**config.mk**
```make
export PLATFORM = sky130hd
export DESIGN_NAME = capture_ctrl
export DESIGN_NICKNAME = d
export VERILOG_FILES = /design/src/rtl/capture_pkg.sv /design/src/rtl/capture_trig_match.sv /design/src/rtl/capture_ctrl.sv
export SDC_FILE = /design/constraint.sdc
export NUM_CORES = 1
export LEC_CHECK = 0
export CAP_MARGIN = 40
export CORE_ASPECT_RATIO = 1.25
export CORE_MARGIN = 5
export CORE_UTILIZATION = 44
export CTS_BUF_LIST = sky130_fd_sc_hd__clkbuf_16
export DETAILED_ROUTE_END_ITERATION = 8
export DONT_BUFFER_PORTS = 1
export HOLD_SLACK_MARGIN = 0.08
export PLACE_DENSITY_LB_ADDON = 0.25
export SYNTH_ARGS = -nofsm -noshare
export SYNTH_HDL_FRONTEND = slang
export SYNTH_HIERARCHICAL = 1
export SYNTH_SLANG_ARGS = --single-unit
```
**constraint.sdc**
```tcl
create_clock -name slave_clk -period 2.75 [get_ports slave_clk]
set_clock_uncertainty 0.05 [all_clocks]
set_input_delay 0.275 -clock slave_clk [delete_from_list [all_inputs] [get_ports slave_clk]]
set_output_delay 0.275 -clock slave_clk [all_outputs]
set_load 0.05 [all_outputs]
```
**src/rtl/capture_pkg.sv**
```systemverilog
// Shared types and defaults for the logic-analyzer capture sequencer.
package capture_pkg;
  localparam int DEF_DATAW = 32;
  localparam int DEF_CNTW  = 16;

  typedef enum logic [1:0] {
    IDLE    = 2'd0,
    ARMED   = 2'd1,
    CAPTURE = 2'd2,
    DONE    = 2'd3
  } cap_state_e;
endpackage

```
**src/rtl/capture_trig_match.sv**
```systemverilog
// Masked pattern compare: hit when every enabled bit equals the pattern.
module capture_trig_match #(
  parameter int DATAW = 32
) (
  input  logic [DATAW-1:0] i_sample,
  input  logic [DATAW-1:0] i_mask,
  input  logic [DATAW-1:0] i_value,
  output logic             o_hit
);
  assign o_hit = ~|((i_sample ^ i_value) & i_mask);
endmodule

```
**src/rtl/capture_ctrl.sv**
```systemverilog
// Capture sequencer: arm, wait for masked trigger, push decimated samples to
// the sample FIFO as single-cycle AXI-Stream beats, report run status.
module capture_ctrl
  import capture_pkg::*;
#(
  parameter int DATAW = DEF_DATAW,
  parameter int CNTW  = DEF_CNTW
) (
  input  logic             slave_clk,
  input  logic             reset,
  input  logic [DATAW-1:0] sample_in,
  input  logic             cfg_arm,
  input  logic             cfg_abort,
  input  logic [DATAW-1:0] cfg_trig_mask,
  input  logic [DATAW-1:0] cfg_trig_value,
  input  logic [CNTW-1:0]  cfg_post_count,
  input  logic [CNTW-1:0]  cfg_decim,
  output logic [DATAW-1:0] m_tdata,
  output logic             m_tvalid,
  input  logic             m_tready,
  output logic             st_busy,
  output logic             st_triggered,
  output logic             st_done,
  output logic             st_overflow,
  output logic [CNTW-1:0]  st_count
);
  cap_state_e       r_state, w_state_nxt;
  logic [DATAW-1:0] r_mask, r_value, r_tdata;
  logic [CNTW-1:0]  r_post, r_decim, r_dcnt, r_count;
  logic             r_tvalid, r_trig, r_done, r_ovf;

  logic             w_hit, w_strobe, w_trig_set, w_done_set, w_last;
  logic [CNTW-1:0]  w_cnt_inc;

  capture_trig_match #(.DATAW(DATAW)) u_trig (
    .i_sample (sample_in),
    .i_mask   (r_mask),
    .i_value  (r_value),
    .o_hit    (w_hit)
  );

  assign w_cnt_inc = r_count + CNTW'(1);

  always_comb begin
    w_state_nxt = r_state;
    w_strobe    = 1'b0;
    w_trig_set  = 1'b0;
    w_done_set  = 1'b0;
    w_last      = 1'b0;
    case (r_state)
      ARMED: begin
        if (w_hit) begin
          w_trig_set = 1'b1;
          if (r_post == '0) begin
            w_state_nxt = DONE;
            w_done_set  = 1'b1;
          end else begin
            w_strobe    = 1'b1;
            w_state_nxt = CAPTURE;
          end
        end
      end
      CAPTURE: w_strobe = (r_dcnt == '0);
      default: ;
    endcase
    // The strobe that reaches post_count also finishes the run; with
    // post_count = 1 this is the trigger strobe itself.
    if (w_strobe && (w_cnt_inc == r_post)) begin
      w_last      = 1'b1;
      w_state_nxt = DONE;
      w_done_set  = 1'b1;
    end
    if (cfg_abort && (r_state == ARMED || r_state == CAPTURE)) begin
      w_state_nxt = IDLE;
      w_strobe    = 1'b0;
      w_trig_set  = 1'b0;
      w_done_set  = 1'b0;
      w_last      = 1'b0;
    end
    if (cfg_arm) begin
      w_state_nxt = ARMED;
      w_strobe    = 1'b0;
      w_trig_set  = 1'b0;
      w_done_set  = 1'b0;
      w_last      = 1'b0;
    end
  end

  always_ff @(posedge slave_clk) begin
    if (reset) begin
      r_state  <= IDLE;
      r_mask   <= '0;
      r_value  <= '0;
      r_post   <= '0;
      r_decim  <= '0;
      r_dcnt   <= '0;
      r_count  <= '0;
      r_tdata  <= '0;
      r_tvalid <= 1'b0;
      r_trig   <= 1'b0;
      r_done   <= 1'b0;
      r_ovf    <= 1'b0;
    end else begin
      r_state  <= w_state_nxt;
      r_tvalid <= w_strobe;
      if (w_strobe) r_tdata <= sample_in;

      if (w_strobe)                               r_dcnt <= r_decim;
      else if (r_state == CAPTURE && r_dcnt != '0) r_dcnt <= r_dcnt - CNTW'(1);

      if (cfg_arm) begin
        r_mask  <= cfg_trig_mask;
        r_value <= cfg_trig_value;
        r_post  <= cfg_post_count;
        r_decim <= cfg_decim;
        r_count <= '0;
        r_trig  <= 1'b0;
        r_done  <= 1'b0;
        r_ovf   <= 1'b0;
      end else begin
        if (w_trig_set) r_trig <= 1'b1;
        if (w_done_set) r_done <= 1'b1;
        if (w_strobe)   r_count <= w_cnt_inc;
        // No stalling: a beat not taken in its only valid cycle is lost.
        if (r_tvalid && !m_tready) r_ovf <= 1'b1;
      end
    end
  end

  assign m_tdata      = r_tdata;
  assign m_tvalid     = r_tvalid;
  assign st_busy      = (r_state == ARMED) || (r_state == CAPTURE);
  assign st_triggered = r_trig;
  assign st_done      = r_done;
  assign st_overflow  = r_ovf;
  assign st_count     = r_count;
endmodule

```
==> run_results.csv, run 1 <==
group,metric,value,unit
status,status,"aborted with a tool error",
status,haltStage,"clock tree synthesis (4_1_cts)",
status,error_line,"[ERROR RSZ-0060] Max buffer count reached.",
place,port_buffers,0,
place,place_hpwl,13.7,mm
clocking,cts_hold_buf,207,
logic_synthesis,ys_top_cells_by_area,"dfxtp_1 (46%), mux2i_1 (13%), nor2_1 (7.3%)",
place,gp_congestion,0.873,
die,rows,52,
logic_synthesis,ys_warn_count,6,
logic_synthesis,yosysMostFrequentCell,"dfxtp_1",
clocking,cts_setup_buffers,0,
clocking,cts_resized,1,
logic_synthesis,synth_top_area_frac,0.456,
logic_synthesis,syn_nets,946,
clocking,clockBufferDepth,2,
logic_synthesis,synth_common_cells,"dfxtp_1 (166), nor2_1 (142), mux2i_1 (98)",
clocking,cts_root_buf,"clkbuf_16",
logic_synthesis,synthArstFlopShare,0,
logic_synthesis,synth_area,7290,um^2
logic_synthesis,synth_cell_types,48,
logic_synthesis,synth.avg_cell_area,9.02,um^2
clocking,cts_sinks,166,
die,start_util,0.448,
die,io_pins,186,
die,die_h,154,um
clocking,htreeDepth,4,
clocking,cts_buffers,17,
logic_synthesis,ys.flop_type,"dfxtp_1",
logic_synthesis,netlist_instances,808,
logic_synthesis,synth_seq_cells,166,
logic_synthesis,synth_edf_count,0,
logic_synthesis,ys_seq_area_frac,0.456,
logic_synthesis,synth_top_cell_by_area,"dfxtp_1",
die,die_x,125,um
-- metrics by stage --
| stage | std cells | hold slack, ns | setup TNS (ns) | area (um^2) | setup slack (ns) |
|---|---|---|---|---|---|
| floorplan | 808 | 0.361 | 0 | 7290 | 0.328 |
| global placement | 998 | 0.311 | 0 | 7550 | 0.0287 |
| detailed placement | 998 | 0.314 | -0.0449 | 7550 | -0.0163 |
-- cells by family after synthesis --
group	share of synthesized area
AO/OA/AOI/OAI	0.0767
XOR/XNOR	0.0961
adder cells (fa/ha/maj)	0.00858
buffers and inverters	0.0328
flip-flops	0.456
multiplexers	0.136
AND/OR/NAND/NOR	0.194
==> inputs of run 2 (changes only) <==
CORE_ASPECT_RATIO = unset   (was 1.25)
CORE_UTILIZATION = 29   (was 44)
CTS_BUF_LIST = unset   (was sky130_fd_sc_hd__clkbuf_16)
HOLD_SLACK_MARGIN = unset   (was 0.08)
PLACE_DENSITY_LB_ADDON = 0.15   (was 0.25)
==> run 2 against run 1 <==
- the run now ends clean
- synthesized cell count unchanged
- synthesized area is the same
==> run_results.csv, run 2 <==
group,metric,value,unit
status,status,"complete, no violations",
flow_run,maxCapViolCount,0,
setup_path,crit_family,"simple AND/OR/NAND/NOR gates",
timing,holdWs,0.0199,ns
place,gp_congestion,0.747,
logic_synthesis,synthArstFlopShare,0,
timing,min_period,2.57,ns
logic_synthesis,synth_top_cell_by_area,"dfxtp_1",
clocking,cts_sinks,166,
final_layout,fin_cells,1305,
die,rows,58,
logic_synthesis,synth_seq_cells,166,
die,die_h,169,um
setup_path,slowest_delay,0.49,ns
pwr,ir_drop,0.317,mV
logic_synthesis,ys_top_cells_by_area,"dfxtp_1 (46%), mux2i_1 (13%), nor2_1 (7.3%)",
clocking,cts_root_buf,"clkbuf_16",
final_layout,layout_common_cells,"dfxtp_1 (166), dlygate4sd3_1 (152), nor2_1 (142), mux2i_1 (98), nand2_1 (85)",
place,port_buffers,0,
detailed_routing,wl_met3,1.49,mm
logic_synthesis,synth_common_cells,"dfxtp_1 (166), nor2_1 (142), mux2i_1 (98)",
detailed_routing,routed-wl-met2,10.7,mm
die,die-area,28400,um^2
logic_synthesis,synth.mux.area_fraction,0.136,
die,start_util,0.292,
final_layout,drive_above_1_share,0.0769,
die,die_x,169,um
logic_synthesis,synth_xor_area_frac,0.0961,
detailed_routing,wl_per_cell,17.3,um
clocking,clockBufferDepth,2,
setup_path,path_cells,"xor2_1 -> a22oi_1 -> nand4_1 -> nor4_2 -> buf_4 -> nand2_1 -> nor2_1 -> a22o_2 -> nand2_4 -> or4_1 -> a21oi_1",
final_layout,syn2layout_area_growth,36.5,%
logic_synthesis,synth_top_area_frac,0.456,
place,place_hpwl,14.9,mm
pwr,power_density,558,nW/um^2
logic_synthesis,netlist_instances,808,
logic_synthesis,yosysMostFrequentCell,"dfxtp_1",
logic_synthesis,ys.flop_type,"dfxtp_1",
timing,final_hold_viol_count,0,
final_layout,fin_nets,1100,
final_layout,antenna_cells,0,
setup_path,critical_path_class,"flop to flop",
detailed_routing,met1Wirelength,10.3,mm
timing,post-route-period-util,0.934,
final_layout,finalCoreUtilization,0.399,
clocking,cts_buffers,17,
clocking,path_clk_slew,0.08,ns
detailed_routing,route.detailed.drc,0,
detailed_routing,drt_iter0_markers,262,
setup_path,required,3.06,ns
logic_synthesis,synth_edf_count,0,
final_layout,layout_commonest_cell,"dfxtp_1",
timing,rsz0062_at_grt,"no",
timing,worst_slew_pin_slew,0.763,ns
die,core,25000,um^2
setup_path,start_kind,"flop",
logic_synthesis,ys_warn_count,6,
timing,setup_viol,0,
grt,grt_pass1_vias,6334,
detailed_routing,num_vias,6051,
logic_synthesis,synth_cell_types,48,
timing,maxSlewHeadroom,0.489,
die,io_pins,186,
pwr,power.leakage,4.06,nW
detailed_routing,wirelength,22.6,mm
setup_path,path_buf_inv,1,
clocking,clkLatencyLatePin,0.43,ns
clocking,cts_setup_buffers,0,
logic_synthesis,synth_top_family_by_area,"simple AND/OR/NAND/NOR gates",
logic_synthesis,synthAdderAreaFrac,0.00858,
clocking,cts_tree,"built",
detailed_routing,dr.max_layer_used,"met4",
min_path,hp-class,"primary input to flop",
logic_synthesis,syn_nets,946,
setup_path,crit_arrival,2.88,ns
grt,grt_start_max_net_pins,133,
timing,finalSetupTns,0,ns
place,dp.cells,1118,
setup_path,crit_path_end_kind,"flop",
setup_path,worstPathMaxFanout,4,
logic_synthesis,ys_seq_area_frac,0.456,
setup_path,slowest_stage,"or4_1",
detailed_routing,viasPerCell,4.64,
clocking,htreeDepth,4,
detailed_routing,ant_nets,0,
logic_synthesis,synth_compound_area_frac,0.0767,
detailed_routing,first_pass_iters,4,
logic_synthesis,synthSimpleGateAreaFrac,0.194,
timing,drv_slew,0,
logic_synthesis,synth_area,7290,um^2
grt,grt_usage,0.160,
grt,antenna_found_initial,0,
timing,max_freq,389,MHz
pwr,finalPower,0.00555,W
grt,grt_first_pass_wirelength,36.0,mm
grt,overflow,0,
logic_synthesis,synth.avg_cell_area,9.02,um^2
-- run 2: cell counts after synthesis --
Identical to the previous run, type by type.
-- run 2: worst paths after layout --
path,start,end,slack (ns),depth (start not counted)
setup reg to reg,r_value[15],st_count[15],0.18,11
hold / removal,reset,r_state[0],0.02,3
hold reg to reg,r_decim[5],r_dcnt[5],0.40,2
setup / recovery,r_value[15],st_count[15],0.18,11
-- run 2: cell families (layout without fill, tap and decap cells) --
kind of cell	after synthesis	count (layout)
compound gates	90	90
flops	166	166
mux	99	99
simple gates	310	310
buf+inv	58	225
xor+xnor	80	80
fa+ha+maj	5	5
-- run 2: area by class of cell --
class / instances / area [um^2]
flip-flops and latches: 166 / 3320
multi-input cells: 584 / 3740
clock inverters: 15 / 179
well taps: 330 / 413
inverters: 8 / 30.0
clock buffers: 17 / 425
repair buffers: 185 / 1840
fillers: 2570 / 15000
-- run 2: what timing repair did --
action,CTS,global route
endpoints found under the setup margin,0,55
hold buffers,155,0
endpoints found under the hold margin,146,0
gates resized for setup,0,5
-- run 2: per-layer routing --
layer  GRT usage  up-vias
li1            -     3072
met1       0.206     2816
met2       0.265      152
met3      0.0488       11
met4      0.0349        0
met5           0        -
-- run 2: where the power goes --
group          internal (W)  switching [W]  total [W]
combinational      0.000325       0.000242   0.000567
clock               0.00123        0.00120    0.00243
sequential          0.00249      0.0000662    0.00256
total               0.00405        0.00150    0.00555
-- run 2: stage by stage --
stage / area (um^2) / worst slack (ns)
6_report: 9950 / 0.180
5_1_grt: 9950 / 0.0150
4_1_cts: 9930 / 0.00170
3_3_place_gp: 7730 / 0.0499
2_1_floorplan: 7290 / 0.328
3_5_place_dp: 7730 / 0.0398
-- run 2: worst reg2reg max path: stages (launching register included) --
cell     delay, ns
dfxtp_1       0.32
xor2_1        0.16
a22oi_1       0.24
nand4_1       0.17
nor4_2        0.31
buf_4         0.17
nand2_1       0.06
nor2_1        0.10
a22o_2        0.22
nand2_4       0.07
or4_1         0.49
a21oi_1       0.15
Power figures use the tool's default switching activity.
